===== src/rtl/led_bank_arbiter.sv =====
// Round-robin arbiter that time-shares the LED bank among N_REQ requesters.
// Each grant latches its pattern and holds it for DWELL prescaled ticks.
module led_bank_arbiter #(
  parameter int unsigned      N_REQ        = 4,
  parameter int unsigned      WIDTH        = 8,
  parameter int unsigned      PRESCALE     = 262144,
  parameter int unsigned      DWELL        = 4,
  parameter logic [WIDTH-1:0] IDLE_PATTERN = '0
) (
  input  logic                   clk,
  input  logic                   rst,
  input  logic [N_REQ-1:0]       req,
  input  logic [N_REQ*WIDTH-1:0] pattern,
  output logic [N_REQ-1:0]       grant,
  output logic [N_REQ-1:0]       done,
  output logic [WIDTH-1:0]       leds,
  output logic                   busy
);

  localparam int unsigned IDX_W = (N_REQ > 1) ? $clog2(N_REQ) : 1;
  localparam int unsigned PS_W  = (PRESCALE > 1) ? $clog2(PRESCALE) : 1;
  localparam int unsigned DW_W  = (DWELL > 1) ? $clog2(DWELL) : 1;

  typedef enum logic {
    ST_IDLE = 1'b0,
    ST_SHOW = 1'b1
  } state_e;

  state_e             state_q, state_d;
  logic [N_REQ-1:0]   grant_q, grant_d;
  logic [N_REQ-1:0]   done_q, done_d;
  logic [WIDTH-1:0]   leds_q, leds_d;
  logic               busy_q, busy_d;
  logic [PS_W-1:0]    presc_q, presc_d;
  logic [DW_W-1:0]    dwell_q, dwell_d;
  logic [IDX_W-1:0]   last_q, last_d;
  logic [IDX_W-1:0]   owner_q, owner_d;

  logic               tick;
  logic               arb_found;
  logic [IDX_W-1:0]   arb_idx;

  assign tick = (presc_q == PS_W'(PRESCALE - 1));

  // Round-robin search starting just after the last owner, wrapping around.
  // Descending loop so the nearest candidate is the final assignment.
  always_comb begin
    arb_found = 1'b0;
    arb_idx   = '0;
    for (int unsigned k = N_REQ; k >= 1; k--) begin
      int unsigned cand;
      cand = (32'(last_q) + k) % N_REQ;
      if (req[IDX_W'(cand)]) begin
        arb_found = 1'b1;
        arb_idx   = IDX_W'(cand);
      end
    end
  end

  // Next-state and output logic.
  always_comb begin
    state_d = state_q;
    grant_d = grant_q;
    done_d  = '0;
    leds_d  = leds_q;
    busy_d  = busy_q;
    presc_d = tick ? '0 : presc_q + PS_W'(1);
    dwell_d = dwell_q;
    last_d  = last_q;
    owner_d = owner_q;

    case (state_q)
      ST_IDLE: begin
        grant_d = '0;
        busy_d  = 1'b0;
        leds_d  = IDLE_PATTERN;
        if (arb_found) begin
          state_d = ST_SHOW;
          grant_d = N_REQ'(1) << arb_idx;
          busy_d  = 1'b1;
          leds_d  = pattern[32'(arb_idx) * WIDTH +: WIDTH];
          owner_d = arb_idx;
          presc_d = '0;
          dwell_d = '0;
        end
      end

      ST_SHOW: begin
        // A dropped request aborts the dwell and wins over completion.
        if (!req[owner_q] || (tick && (dwell_q == DW_W'(DWELL - 1)))) begin
          state_d = ST_IDLE;
          grant_d = '0;
          busy_d  = 1'b0;
          leds_d  = IDLE_PATTERN;
          last_d  = owner_q;
          dwell_d = '0;
          if (req[owner_q]) begin
            done_d[owner_q] = 1'b1;
          end
        end else if (tick) begin
          dwell_d = dwell_q + DW_W'(1);
        end
      end

      default: begin
        state_d = ST_IDLE;
      end
    endcase
  end

  always_ff @(posedge clk) begin
    if (rst) begin
      state_q <= ST_IDLE;
      grant_q <= '0;
      done_q  <= '0;
      leds_q  <= IDLE_PATTERN;
      busy_q  <= 1'b0;
      presc_q <= '0;
      dwell_q <= '0;
      last_q  <= IDX_W'(N_REQ - 1);
      owner_q <= '0;
    end else begin
      state_q <= state_d;
      grant_q <= grant_d;
      done_q  <= done_d;
      leds_q  <= leds_d;
      busy_q  <= busy_d;
      presc_q <= presc_d;
      dwell_q <= dwell_d;
      last_q  <= last_d;
      owner_q <= owner_d;
    end
  end

  assign grant = grant_q;
  assign done  = done_q;
  assign leds  = leds_q;
  assign busy  = busy_q;

endmodule


===== config.mk =====
export PLATFORM = sky130hd
export DESIGN_NAME = led_bank_arbiter
export DESIGN_NICKNAME = d
export VERILOG_FILES = /design/src/rtl/led_bank_arbiter.sv
export SDC_FILE = /design/constraint.sdc
export NUM_CORES = 1
export LEC_CHECK = 0
export ABC_AREA = 1
export CORE_MARGIN = 3
export CORE_UTILIZATION = 53
export DETAILED_ROUTE_END_ITERATION = 8
export PLACE_DENSITY_LB_ADDON = 0.3
export SLEW_MARGIN = 40
export SYNTH_ARGS = -nofsm -noshare
export SYNTH_HDL_FRONTEND = slang
export SYNTH_SLANG_ARGS = --single-unit

===== constraint.sdc =====
create_clock -name clk -period 4 [get_ports clk]
set_input_delay 0.4 -clock clk [delete_from_list [all_inputs] [get_ports clk]]
set_output_delay 0.4 -clock clk [all_outputs]
set_load 0.01 [all_outputs]

## Yosys cells after proc, flatten, opt, wreduce, memory -nomap -nowiden

Index checks and enable logic that the tools add are counted.

- Register bits: 42
- Input bits: 38
- Output and inout port bits: 17
- Word-level logic and storage cells: 77

- $add $sub $neg: 6
- $lt $le $gt $ge: 6
- Eq/ne operators: 5
- Shifts and indexed selects: 2
- Multiplexer cells: 38
- Bitwise logic cells: 3
- Reduce and logical (&&, ||, !) cells: 8

Operator list:

| cell | count |
|---|---|
| $mux 18 | 3 |
| $shiftx 32x6->8 | 1 |
| $add 18x1->18 const B | 1 |
| $eq 18x18->1 const B | 1 |
| $mux 8 | 2 |
| $pmux 8 s2 | 1 |
| $lt 2x3->1 const B | 5 |
| $mux 2 | 7 |
| $mux 1 | 13 |
| $bmux 1 s2 | 5 |
| $mux 4 | 2 |
| $pmux 4 s2 | 1 |
| $add 2x1->2 const B | 3 |
| $reduce_and 2->1 | 3 |
| $add 2x2->2 const B | 2 |
| $pmux 1 s2 | 2 |
| $pmux 2 s2 | 1 |
| $reduce_or 4->1 | 1 |
| $shl 1x2->4 const A | 1 |
| $ne 3x1->1 const B | 1 |
| $not 1->1 | 3 |
| $demux 1 s2 | 1 |
| $eq 2x2->1 const B | 1 |
| $ge 2x1->1 const B | 1 |
| other kinds (5) | 6 |

## Depth between registers and ports, before layout

- Word-level depth: 10
- Gate-level depth with buffers: 14
- Depth with buffers taken out: 14

## Worst setup path after synthesis

No wires, ideal clock.

- Path kind: reg2reg
- Start point: reg presc_q[0]
- End point: reg presc_q[14]
- Library setup time: 0.117 ns
- Arrival: 1.665 ns
- Required time: 3.883 ns
- Slack: 2.218 ns
- Stages on the path, launching flop included: 12
- Buffers on the path: 1
- Period minus slack after synthesis: 1.782 ns
- Path through: dfxtp_1 -> ha_1 -> nand3_2 -> nor2_2 -> nand4_2 -> nor2_1 -> nand3_2 -> nor3_4 -> nand2_1 -> nand2_2 -> buf_6 -> nor2_1

- Cells in the longest elaborated chain, start to end: 4
- Elaborated cells on any way between the ends: 5
- Classes of those cells: add/sub: 1; eq/ne: 1; mux: 3

RTL lines:

| item | RTL line | text |
|---|---|---|
| from (decl) | 34 | `logic [PS_W-1:0] presc_q, presc_d;` |
| from (signal assigned) | 128 | `presc_q <= presc_d;` |
| $add 18x1->18 or $eq 18x18->1 (tied branches) | 67, 43 |  |
| $mux 18 * | 67 | `presc_d = tick ? '0 : presc_q + PS_W'(1);` |
| $mux 18 | 77 | `if (arb_found) begin` |
| $mux 18 * | 72 | `case (state_q)` |

Every way passes the cells marked *; elsewhere a longest branch is shown, timed or not.
A chain may end at the register's enable or synchronous reset.

## Worst setup path after layout

- Start point: reg last_q[0]
- End point: reg leds_q[3] (netlist: leds[3])

- Cells in the longest elaborated chain, start to end: 10
- Elaborated cells on any way between the ends: 23
- Classes of those cells: add/sub: 4; shift: 1; mux: 18

RTL lines:

| item | RTL line | text |
|---|---|---|
| from (decl) | 36 | `logic [IDX_W-1:0] last_q, last_d;` |
| from (signal assigned) | 120 | `last_q <= IDX_W'(N_REQ - 1);` |
| from (signal assigned) | 130 | `last_q <= last_d;` |
| $add 2x1->2 | 52 | `cand = (32'(last_q) + k) % N_REQ;` |
| $bmux 1 s2 | 53 | `if (req[IDX_W'(cand)]) begin` |
| $mux 1 (not written as such) | 53 |  |
| $mux 2 (4 in a row) | 53 |  |
| $shiftx 32x6->8 | 81 | `leds_d = pattern[32'(arb_idx) * WIDTH +: WIDTH];` |
| $mux 8 * | 77 |  |
| $pmux 8 s2 * | 72 |  |
| to (signal assigned) | 126 | `leds_q <= leds_d;` |
| to (decl) | 32 | `logic [WIDTH-1:0] leds_q, leds_d;` |

Every way passes the cells marked *; elsewhere a longest branch is shown, timed or not. The select of a mux whose other input is x is not followed.

==> flow_metrics.env <==
export IMPL_status="complete, no violations"
export IMPL_seqPwrFrac=0.378
export IMPL_clk_pin_slew_worst_paths_ns=0.08
export IMPL_detailedRoute_firstPassIterationCount=4
export IMPL_path_cells="inv_1 > nand2_1 > nand2_2 > nand2_2 > nand2_1 > a21oi_1 > nand2_1 > nand2_2 > nor2_4 > nand2_1 > nand4_1 > nand2_1 > nand2_1"
export IMPL_timing_final_ws_setup_ns=1.80
export IMPL_drtAntennaViolNets=0
export IMPL_synth_area_um2=2210
export IMPL_grt_max_degree=21
export IMPL_syn_nets=356
export IMPL_cts_hold_buf=0
export IMPL_num_rows=22
export IMPL_crit_top_cell="nand2_1"
export IMPL_hold_class="reg -> reg"
export IMPL_cts_root_buf="clkbuf_8"
export IMPL_maxCapViolCount=0
export IMPL_slowest_stage="dfxtp_1"
export IMPL_grt_usage=0.214
export IMPL_drt_iter0_drc=90
export IMPL_dp_final_hpwl_um=3890
export IMPL_min_period_ns=2.20
export IMPL_viasPerCell=5.16
export IMPL_crit_type="reg -> reg"
export IMPL_io_pins=55
export IMPL_finalPower_mw=1.37
export IMPL_ys_flop_type="dfxtp_1"
export IMPL_path_delay_family="simple AND/OR/NAND/NOR gates"
export IMPL_path_depth=13
export IMPL_crit_buf_inv=1
export IMPL_required_ns=4.20
export IMPL_ys_ff_latch=42
export IMPL_grt_ovfl_total=0
export IMPL_cts_sinks=42
export IMPL_swShare=0.390
export IMPL_cp_end_kind="flip-flop"
export IMPL_die_h_um=70.6
export IMPL_rsz0062_at_grt="false"
export IMPL_start_util=0.574
export IMPL_whs_path_depth=1
export IMPL_p_sw_mw=0.536
export IMPL_cts_repair_resized=0
export IMPL_utilization=0.735
export IMPL_core_area_um2=3850
export IMPL_synth_area_per_cell_um2=7.00
export IMPL_io_buffers=54
export IMPL_cts_buffers=5
export IMPL_slowest_delay_ns=0.57
export IMPL_antenna_found_initial=0
export IMPL_synth_largest_area_cell="dfxtp_1"
export IMPL_internal_power_mw=0.837
export IMPL_synthCells=316
export IMPL_grt_pass1_wl_um=8860
export IMPL_ir_drop_mv=0.288
export IMPL_htree_levels=2
export IMPL_r2r_start="last_q[0]"
export IMPL_synth_seq_area_share=0.380
export IMPL_diodes=0
export IMPL_synth_area_leaders="dfxtp_1 38%, nand2_1 16%, nand3_1 8.1%"
export IMPL_p_leak_nw=1.18
export IMPL_synth_async_sr_flop_share=0
export IMPL_setup_worst_path_start="last_q[0]"
export IMPL_synth_most_common_cell="nand2_1"
export IMPL_wirelength_um=5170
export IMPL_hold_start="presc_q[0]"
export IMPL_num_nets_final=409
export IMPL_clockPowerShare=0.208
export IMPL_hold_viol=0
export IMPL_gp_congestion=0.873
export IMPL_routedWlPerCell_um=12.4
export IMPL_post_route_drc_count=0
export IMPL_yosysUniqueCellTypes=28
export IMPL_cts_tree="yes"
export IMPL_rr_worst_depth=13
export IMPL_critPathLaunchType="flip-flop"
export IMPL_finClkSkew_ns=0.00649
export IMPL_synth_edf_count=0
export IMPL_cts_setup_buffers=0
export IMPL_finalSetupViolCount=0
export IMPL_die_w_um=70.6
export IMPL_fmax_ghz=0.455
export IMPL_crit_arrival_ns=2.40
export IMPL_vias=2155
export IMPL_place_worst_setup_slack_ns=1.66
export IMPL_fill_cells=306
export IMPL_slew_viol_final=0
export IMPL_first_global_vias=2062
export IMPL_syn_to_final_growth_pct=28.0
export IMPL_dieArea_um2=4990
export IMPL_p_comb_frac=0.414
export IMPL_fin_setup_tns_ns=0
export IMPL_min_period_over_period=0.550
export IMPL_synth_commonest_cells="97 x nand2_1, 42 x dfxtp_1, 36 x nand3_1, 30 x inv_1, 21 x nor2_1"
export IMPL_cts_max_path_buffers=2
export IMPL_drive_gt1_frac=0.0730
export IMPL_path_max_fanout=20
export IMPL_synth_top_cell_area_share=0.380
export IMPL_p_per_area_nw_per_um2=485
export IMPL_tightest_slew_ns=0.555
export IMPL_ys_warn_count=0
export IMPL_max_slew_margin=0.630
export IMPL_clk_insertion_delay_late_ns=0.30
-- worst register-to-register path: stages, from the launching register on --
cell and delay [ns]:
dfxtp_1 0.57, inv_1 0.20, nand2_1 0.11, nand2_2 0.07, nand2_2 0.08, nand2_1 0.07
a21oi_1 0.14, nand2_1 0.08, nand2_2 0.33, nor2_4 0.14, nand2_1 0.09, nand4_1 0.09
nand2_1 0.07, nand2_1 0.05
-- layer usage --
| layer | GRT usage | vias to the layer above | routed length [µm] | part of all wire |
|---|---|---|---|---|
| li1 | - | 1131 | - | - |
| met2 | 0.354 | 55 | 2490 | 0.48 |
| met5 | 0 | - | 0 | 0 |
| met3 | 0.0369 | 10 | 231 | 0.045 |
| met1 | 0.282 | 959 | 2350 | 0.45 |
| met4 | 0.0772 | 0 | 90 | 0.017 |
-- registers in the layout, summed over array words and instances, names as in the netlist, 2 cells and up --
name,cells
done,4
dwell_q,2
grant,4
last_q,2
leds,8
owner_q,2
presc_q,18
-- layout make-up --
| cell class | instances | area [µm²] | share of cell area |
|---|---|---|---|
| Multi-Input combinational cell | 236 | 1180 | 0.418 |
| Sequential cell | 42 | 841 | 0.297 |
| Timing Repair Buffer | 54 | 541 | 0.191 |
| Inverter | 30 | 113 | 0.0398 |
| Clock buffer | 6 | 82.6 | 0.0292 |
| Tap cell | 48 | 60.1 | 0.0212 |
| Clock inverter | 2 | 12.5 | 0.00442 |
-- power by group through the flow --
| stage | logic [mW] | registers [mW] | clock network [mW] |
|---|---|---|---|
| finish | 0.568 | 0.519 | 0.286 |
| global route | 0.636 | 0.526 | 0.310 |
| CTS | 0.563 | 0.518 | 0.294 |
| detailed placement | 0.561 | 0.526 | 0 |
| global placement | 0.550 | 0.526 | 0 |
| floorplan | 0.401 | 0.532 | 0 |
-- logic make-up (layout without fill, tap and decap cells) --
group / count (synthesis) / after routing / synth area share
adders and majority gates: 2 / 2 / 0.0113
and+or+nand+nor: 199 / 199 / 0.423
AOI/OAI and AO/OA: 26 / 26 / 0.0650
DFF: 42 / 42 / 0.380
xor gates and xnor gates: 9 / 9 / 0.0356
buffers and inverters: 38 / 92 / 0.0854
-- path summary, 6_finish.rpt --
check | endpoint | slack, ns
worst max register to register | leds[3] | 1.80
worst min register to register | presc_q[0] | 0.46
worst min-delay path | presc_q[0] | 0.46
worst max-delay path | leds[3] | 1.80
-- stage by stage --
stage / cells / hold WS (ns) / area (µm²)
6_report: 418 / 0.458 / 2830
5_1_grt: 418 / 0.496 / 2830
4_1_cts: 418 / 0.461 / 2830
3_5_place_dp: 410 / 0.446 / 2740
3_3_place_gp: 410 / 0.432 / 2740
2_1_floorplan: 316 / 0.417 / 2210
-- cell usage in the layout (no fill, tap or decap) --
| cell type | count |
|---|---|
| xnor2_1 | 3 |
| nor2_1 | 21 |
| clkinv_2 | 1 |
| nand2_4 | 1 |
| o21ai_1 | 2 |
| a21oi_1 | 10 |
| nor3b_1 | 3 |
| nor2_4 | 3 |
| clkinvlp_4 | 1 |
| nand3_1 | 36 |
| nand2_2 | 5 |
| nand3_2 | 2 |
| clkbuf_8 | 6 |
| nor3_4 | 1 |
| o21a_1 | 1 |
| dfxtp_1 | 42 |
| clkdlybuf4s50_1 | 54 |
| nand4_1 | 11 |
| o21ai_2 | 1 |
| nor3_1 | 13 |
| o211ai_1 | 2 |
| nor2_2 | 5 |
| nand4_2 | 1 |
| xor2_1 | 6 |
| ha_1 | 2 |
| nand2_1 | 97 |
| a211oi_1 | 1 |
| o21ai_0 | 9 |
| inv_1 | 30 |
Power figures use the tool's default switching activity.
